**src/rtl/fetch_controller_if.sv**
```systemverilog
// Fetch-side bus bundle: instruction-memory address/data plus the decode handshake.
// Latency: none (wires only).
// Backpressure: decode stalls the controller by holding instr_ready low.
interface fetch_controller_if;
    logic [31:0] imem_addr;
    logic [31:0] imem_data;
    logic        instr_valid;
    logic        instr_ready;
    logic [31:0] instr;
    logic [31:0] instr_pc;

    modport master (
        output imem_addr,
        input  imem_data,
        output instr_valid,
        input  instr_ready,
        output instr,
        output instr_pc
    );

    modport slave (
        input  imem_addr,
        output imem_data,
        input  instr_valid,
        output instr_ready,
        input  instr,
        input  instr_pc
    );
endinterface

```
**src/rtl/fetch_controller.sv**
```systemverilog
// Front-end fetch sequencer: owns the PC, fetches one word per cycle into a small buffer.
// Latency: start at edge N gives the first valid instruction in cycle N+2; redirect costs 2 cycles.
// Backpressure: instr_ready low fills the buffer to DEPTH, then fetch stalls and the PC holds.
module fetch_controller #(
    parameter logic [31:0] RESET_PC = 32'h0000_0000,
    parameter int          DEPTH    = 2
) (
    input  logic                      clk,
    input  logic                      rst_n,
    input  logic                      start,
    input  logic                      halt_req,
    input  logic                      redirect_valid,
    input  logic [31:0]               redirect_pc,
    fetch_controller_if.master        fif,
    output logic                      busy,
    output logic [15:0]               fetch_count
);
    localparam int AW = $clog2(DEPTH);
    localparam int CW = $clog2(DEPTH + 1);
    localparam logic [CW-1:0] FULL = CW'(DEPTH);

    typedef enum logic [1:0] {IDLE, RUN, HALT} state_t;

    state_t        state;
    state_t        state_nxt;
    logic [31:0]   pc;
    logic [CW-1:0] count;
    logic [31:0]   buf_dat [DEPTH];
    logic [31:0]   buf_pc  [DEPTH];
    logic          push;
    logic          pop;
    logic [CW-1:0] wr_slot;
    logic [AW-1:0] wr_idx;

    // Redirect masks the handshake so a flushed head can never be consumed.
    assign fif.instr_valid = (count != '0) && !redirect_valid;
    assign pop             = fif.instr_valid && fif.instr_ready;
    assign fif.imem_addr   = pc;
    assign fif.instr       = buf_dat[0];
    assign fif.instr_pc    = buf_pc[0];
    assign busy            = (state == RUN);

    always_comb begin
        state_nxt = state;
        push      = 1'b0;
        wr_slot   = count - CW'(pop);
        wr_idx    = wr_slot[AW-1:0];
        case (state)
            IDLE: if (start && !halt_req) state_nxt = RUN;
            RUN:  if (halt_req) state_nxt = HALT;
            HALT: if (start && !halt_req) state_nxt = RUN;
            default: state_nxt = IDLE;
        endcase
        if (state == RUN && !redirect_valid && (count != FULL || pop))
            push = 1'b1;
    end

    always_ff @(posedge clk or negedge rst_n) begin
        if (!rst_n) state <= IDLE;
        else        state <= state_nxt;
    end

    // Shift-down buffer: slot 0 is always the head, so instr/instr_pc come straight
    // from a register and keep the last popped word when the buffer runs empty.
    always_ff @(posedge clk or negedge rst_n) begin
        if (!rst_n) begin
            pc          <= RESET_PC & ~32'h3;
            count       <= '0;
            fetch_count <= '0;
            for (int i = 0; i < DEPTH; i++) begin
                buf_dat[i] <= '0;
                buf_pc[i]  <= '0;
            end
        end else if (redirect_valid) begin
            pc    <= redirect_pc & ~32'h3;
            count <= '0;
        end else begin
            if (pop && count > CW'(1)) begin
                for (int i = 0; i < DEPTH - 1; i++) begin
                    buf_dat[i] <= buf_dat[i+1];
                    buf_pc[i]  <= buf_pc[i+1];
                end
            end
            if (push) begin
                buf_dat[wr_idx] <= fif.imem_data;
                buf_pc[wr_idx]  <= pc;
                pc              <= pc + 32'd4;
                fetch_count     <= fetch_count + 16'd1;
            end
            count <= count + CW'(push) - CW'(pop);
        end
    end
endmodule
```
**src/flat_wrapper.sv**
```systemverilog
// flat-port wrapper written by rule: the top's interface ports become plain ports
module fetch_controller_flat 
#(
    parameter logic [31:0] RESET_PC = 32'h0000_0000,
    parameter int          DEPTH    = 2
)
  (clk, rst_n, start, halt_req, redirect_valid, redirect_pc, busy, fetch_count, fif_imem_addr, fif_imem_data, fif_instr_valid, fif_instr_ready, fif_instr, fif_instr_pc);
  fetch_controller_if fif_i ();
  input  logic clk;
  input  logic rst_n;
  input  logic start;
  input  logic halt_req;
  input  logic redirect_valid;
  input  logic [31:0] redirect_pc;
  output logic busy;
  output logic [15:0] fetch_count;
  output wire logic [$bits(fif_i.imem_addr)-1:0] fif_imem_addr;
  input wire logic [$bits(fif_i.imem_data)-1:0] fif_imem_data;
  output wire logic [$bits(fif_i.instr_valid)-1:0] fif_instr_valid;
  input wire logic [$bits(fif_i.instr_ready)-1:0] fif_instr_ready;
  output wire logic [$bits(fif_i.instr)-1:0] fif_instr;
  output wire logic [$bits(fif_i.instr_pc)-1:0] fif_instr_pc;
  assign fif_imem_addr = fif_i.imem_addr;
  assign fif_i.imem_data = fif_imem_data;
  assign fif_instr_valid = fif_i.instr_valid;
  assign fif_i.instr_ready = fif_instr_ready;
  assign fif_instr = fif_i.instr;
  assign fif_instr_pc = fif_i.instr_pc;
  fetch_controller #(.RESET_PC(RESET_PC), .DEPTH(DEPTH)) u_core (.clk(clk), .rst_n(rst_n), .start(start), .halt_req(halt_req), .redirect_valid(redirect_valid), .redirect_pc(redirect_pc), .fif(fif_i), .busy(busy), .fetch_count(fetch_count));
endmodule
```
**config.mk**
```make
export PLATFORM = sky130hd
export DESIGN_NAME = fetch_controller_flat
export DESIGN_NICKNAME = d
export VERILOG_FILES = /design/src/rtl/fetch_controller_if.sv /design/src/rtl/fetch_controller.sv /design/src/flat_wrapper.sv
export SDC_FILE = /design/constraint.sdc
export NUM_CORES = 1
export LEC_CHECK = 0
export ABC_AREA = 1
export CORE_MARGIN = 1.5
export CORE_UTILIZATION = 45
export CTS_CLUSTER_DIAMETER = 50
export DETAILED_ROUTE_END_ITERATION = 8
export DONT_BUFFER_PORTS = 1
export PLACE_DENSITY = 0.64
export SETUP_SLACK_MARGIN = 0.15
export SYNTH_ARGS = -nofsm -noshare
export SYNTH_HDL_FRONTEND = slang
export SYNTH_SLANG_ARGS = --single-unit
```
**constraint.sdc**
```tcl
create_clock -name clk -period 2.8 [get_ports clk]
set_input_delay 0.56 -clock clk [delete_from_list [all_inputs] [get_ports clk]]
set_output_delay 0.56 -clock clk [all_outputs]
set_load 0.01 [all_outputs]
```
==> run metrics, run 1 <==
Final Max Slew Viols=0; final setup fails=0; critical path endpoint category=flop; hold crit path type=in2async; Util after Layout=46.7%; clock-pin slew on the worst setup and hold paths=70 ps; insertion delay to the later sink of the worst-skew pair=430 ps; post-CTS setup buffers=0; CP Class=reg2reg; Max Clock Skew=11.8 ps; RSZ-0062 raised after global routing=false; IR drop worst, VDD=441 uV; num rows=54; crit-path max FO=67; area growth from synthesis to layout=2.02%; Final min period=2150 ps; initial drt markers=367; Syn Area/Cell=7.21 um2; Post-Synthesis Cells=1,381; I/O pins=184; Hold Fails Final Rpt=176; largest area contributor in the netlist=dfrtp_1; Netlist Area Pre-Place=9960 um2; final net count=1,356; failing checks=hold timing; sequential share of the synthesized area=44.2%; outcome=complete, but fails checks; initial antenna violation count=0; DRT Pass-1 Iters=5; normalized max-slew margin=55.7%; CTS Buffer Depth=2; Synth top area share=44.2%; fmax=466 MHz; Overflow after GRT=0; vias per inst=5.00; H-tree depth=4; Die Width=152 um; number of diodes=0; DR WL/cell=15.4 um; flops & latches, synth=176; synth warn=0; largest net degree at the start of global routing=177; cts bufs inserted=17; Worst Path Required=3100 ps; # fillers=2,236; number of I/O port buffers=0; Post-route DRC=0; first-pass GRT wire length=38,800 um; antenna-violating nets left=0; Synth area leaders=dfrtp_1 (44%), nand2_1 (19%), inv_1 (6.7%); CP Launch Type=flop; GP Congestion=0.885; die height=152 um; total core area=21,800 um2; number of global-route vias before repair=7,190; cts repair resizes=0; Max Cap Viol=0; Power Dens Cells=891 nW/um2; library cells used by synthesis=30; worst slew pin tran=664 ps; Leak=0.00542 uW; TritonCTS clock tree=done; Vias=7,868; total wire length=24,200 um; clk sink count=176; clock root buffer=clkbuf_16; initial cell density of the core=45.8%; Die ar.=23,000 um2; CP arrival=2450 ps; Tot GR Track Use=21.7%; Fin Setup TNS=0 ps; layout cells sized above 1=4.63%; worst hold slack=-174 ps; crit share post-route=76.7%; HPWL after detailed placement=16,700 um
==> worst max-delay path: stages (launching register included) <==
cell      delay, ps
dfrtp_1         400
inv_2           100
nand2_1          90
nand3_4          90
inv_1            50
ha_2            360
clkinv_1        300
nand2_4         210
buf_12          250
o21ai_0         130
==> synthesized netlist by cell type <==
cell	instances
a21oi_1	4
buf_1	4
buf_2	18
buf_4	72
buf_6	12
clkbuf_1	27
clkbuf_2	1
clkinv_1	1
conb_1	1
dfrtp_1	176
ha_1	4
inv_1	178
inv_2	4
inv_4	1
nand2_1	504
nand2_2	3
nand2_4	1
nand3_1	113
nand3_4	1
nand3b_1	19
nand4_1	63
nor2_1	81
nor2_4	2
nor3_1	4
o21ai_0	56
o21ai_1	10
o22ai_1	2
or2_4	1
xnor2_1	4
xor2_1	14
==> stage by stage <==
stage / total power [uW] / cells / worst slack [ps] / area (um2) / hold slack (ps)
after floorplan: 6770 / 1382 / 542 / 9960 / 264
after global placement: 6690 / 1543 / 563 / 9590 / 269
after detailed placement: 6770 / 1543 / 544 / 9590 / 269
after CTS: 9150 / 1575 / 658 / 10200 / -194
after global routing: 9780 / 1575 / 470 / 10200 / -205
final: 9050 / 1575 / 653 / 10200 / -174
==> path summary, 6_finish.rpt <==
path	startpoint	to	slack [ps]	depth (start not counted)
worst min register to register	u_core.buf_pc[4]	u_core.buf_pc[4]	470	2
min in group clk	redirect_valid	u_core.count[1]	200	1
worst max-delay path	u_core.count[1]	u_core.buf_pc[27]	650	9
max in group asynchronous	rst_n	u_core.fif.imem_addr[22]	2560	0
worst min-delay path	rst_n	u_core.buf_dat[29]	-170	0
worst max register to register	u_core.count[1]	u_core.buf_pc[27]	650	9
==> cell usage in the layout, fill, tap and decap left out, drive strengths merged <==
master / count
nand2: 508
inv: 190
dfrtp: 176
nand3: 114
nor2: 83
o21ai: 66
nand4: 63
clkbuf: 20
nand3b: 19
buf: 15
xor2: 14
a21oi: 4
xnor2: 4
nor3: 4
ha: 4
clkinv: 3
o22ai: 2
conb: 2
clkinvlp: 2
or2: 1
bufinv: 1
==> layer usage <==
layer	up-vias	part of all wire [%]	GRT usage, %
met4	0	1.4	5.72
met3	20	6.9	5.63
met5	-	0	0
met2	242	43	32.5
li1	4021	-	-
met1	3585	48	30.9
==> report_power, final <==
group	total (uW)	internal [uW]	leakage [uW]	switching, uW
Combinational	2070	813	0.00295	1260
Sequential	4640	3530	0.00219	1110
Clock	2330	1270	0.000275	1060
Total	9050	5620	0.00542	3430
==> kinds of logic after synthesis <==
family          Yosys count  synth area share, %
compound gates           72                 3.64
flops                   176                 44.2
buf+inv                 318                 15.9
fa+ha+maj                 4                0.503
xor+xnor                 18                 1.58
simple gates            792                 34.1
other cells               1               0.0377
==> sequential cells by signal, summed over array words and instances, names as in the netlist <==
| signal | flops |
|---|---|
| u_core.count | 2 |
| u_core.state | 2 |
| u_core.buf_dat | 32 |
| u_core.buf_pc | 30 |
| u_core.fif.imem_addr | 30 |
| u_core.fif.instr | 32 |
| u_core.fif.instr_pc | 32 |
| u_core.fetch_count | 16 |
==> area by class of cell <==
cell class | count | area (um2) | area share [%]
repair buffers | 15 | 150 | 1.48
flip-flops and latches | 176 | 4400 | 43.4
well taps | 280 | 350 | 3.45
clock inverters | 12 | 123 | 1.21
clock buffers | 20 | 447 | 4.40
multi-input cells | 888 | 3990 | 39.3
inverters | 184 | 693 | 6.82
No activity file was read; power rests on OpenSTA's default activity.
==> inputs of run 2 (changes only) <==
Clock period 2.8 ns to 2.02 ns, I/O delays scaled along.
==> run 2 against run 1 <==
  * Sequential share of layout area down 1.8 points
  * The run still ends with hold timing left
  * Core utilization increased by 2.1 points
  * Clock skew shrank 1.7 ps
  * Via count is 3.8% higher
  * Largest cell class unchanged
  * Register-to-register slack worse by 380 ps
  * Worst setup slack lost 380 ps
==> run metrics, run 2 (synthesized netlist as in run 1, its figures left out) <==
CP arrival=2060 ps; final instance area=10,600 um2; DR WL/cell=16.5 um; IR drop worst, VDD=610 uV; first-pass GRT wire length=39,000 um; Final min period=1750 ps; H-tree depth=4; CP Class=reg2reg; worst r2r dst=u_core.fif.imem_addr[13]; Placement Setup Slack=9.73 ps; Reg power frac=49.3%; Power Dens Cells=1230 nW/um2; # fillers=2,197; Vias=8,168; fmax=573 MHz; Worst setup startpoint=u_core.fif.imem_addr[9]; number of I/O port buffers=0; cts bufs inserted=17; clock root buffer=clkbuf_16; GRT Max-Usage Layer=met2; R2R setup slack=270 ps; commonest cells after routing, fill and taps aside=nand2_1 (504), inv_1 (178), dfrtp_1 (171); die height=152 um; GP Congestion=0.896; placed inst area=9730 um2; clock-pin slew on the worst setup and hold paths=70 ps; Final Max Slew Viols=0; initial drt markers=549; CTS Buffer Depth=2; largest net degree at the start of global routing=177; outcome=complete, but fails checks; Overflow after GRT=0; area of the multi-input gates=4020 um2; failing checks=hold timing; Worst Path Required=2330 ps; Die ar.=23,000 um2; vias per inst=5.11; final worst setup slack=275 ps; switch share=38.0%; crit-path max FO=7; Hold Fails Final Rpt=176; initial cell density of the core=45.8%; worst hold slack=-329 ps; Die Width=152 um; critical path endpoint category=flop; register area=4410 um2; dpl cells=1,558; met1 Usage GRT=30.1%; Leak=0.00563 uW; Max Clock Skew=10.2 ps; Max Cap Viol=0; antenna-violating nets left=0; Logic pwr share=24.6%; crit share post-route=86.4%; R2R depth=7; final setup fails=0; layout cells sized above 1=7.05%; Tot GR Track Use=21.8%; total wire length=26,400 um; insertion delay to the later sink of the worst-skew pair=430 ps; P_int=8070 uW; number of global-route vias before repair=7,263; met2 Use GR=32.5%; area growth from synthesis to layout=6.57%; num rows=54; GR Layer Usage met3=6.50%; clk sink count=176; Fin Setup TNS=0 ps; hold crit path type=in2async; TritonCTS clock tree=done; power share of the clock group=26.0%; initial antenna violation count=0; total core area=21,800 um2; CP Launch Type=flop; Post-route DRC=0; DRT Pass-1 Iters=5; I/O pins=184; P_sw=4940 uW; Non-Filler Instances=1,600; number of diodes=0; Setup crit end=u_core.fif.imem_addr[13]; Reg2Reg Launch Point=u_core.fif.imem_addr[9]; HPWL after detailed placement=17,200 um; most common cell after layout, fill and taps aside=nand2_1; RSZ-0062 raised after global routing=false; final net count=1,381
-- run 2: changes by cell type in the layout (fill, tap and decap cells not counted), sizes merged --
cell,previous run,this run
clkbuf,20,24
inv,190,192
bufinv,1,2
buf,15,33
-- run 2: worst max-delay path, cell delays in order, from the launching register on --
cell and delay, ps:
dfrtp_1 570, nand2_1 170, nor2_1 280, nand3_1 210, inv_1 140, nand2_1 60
nand3_1 120, nand3_1 90
-- run 2: cell type report --
type,count,share of cell area (%)
Clock inverter,15,1.59
Clock buffer,17,4.01
Timing Repair Buffer,40,4.98
Multi-Input combinational cell,888,37.9
Sequential cell,176,41.6
Tap cell,280,3.30
Inverter,184,6.64
-- run 2: power groups by stage --
stage	Clock, uW	Combinational (uW)	Sequential [uW]
floorplan	0	3710	5690
CTS	3470	3050	6420
global placement	0	2920	6460
finish	3390	3200	6420
detailed placement	0	3020	6480
global route	3630	3720	6650
-- run 2: worst min path at each step --
stage,endpoint,depth (start not counted)
detailed placement,u_core.buf_dat[25],0
floorplan,u_core.buf_dat[0],0
global route,u_core.fif.instr[11],0
global placement,u_core.fif.instr_pc[0],0
finish,u_core.buf_dat[25],0
CTS,u_core.fif.instr_pc[1],0
-- run 2: per-layer routing --
| metal | wire length, um | part of all wire, % |
|---|---|---|
| met1 | 12100 | 46 |
| met2 | 11700 | 44 |
| met3 | 2090 | 7.9 |
| met4 | 493 | 1.9 |
| met5 | 0 | 0 |
-- run 2: what timing repair did --
| item | 4_1_cts | 5_1_grt |
|---|---|---|
| resized for setup | 2 | 16 |
| gates cloned | 0 | 9 |
| hold endpoints to repair | 176 | 176 |
| setup endpoints to repair | 40 | 97 |
| pin swaps | 0 | 2 |
| setup buffers | 0 | 1 |
-- run 2: per-stage QoR --
step                      hold slack, ps  power (uW)  utilization [%]
final                               -329       13000             48.8
after global placement               115        9370             44.7
after CTS                           -352       12900             47.5
after global routing                -359       14000             48.8
after detailed placement             114        9500             44.7
after floorplan                      108        9400                -
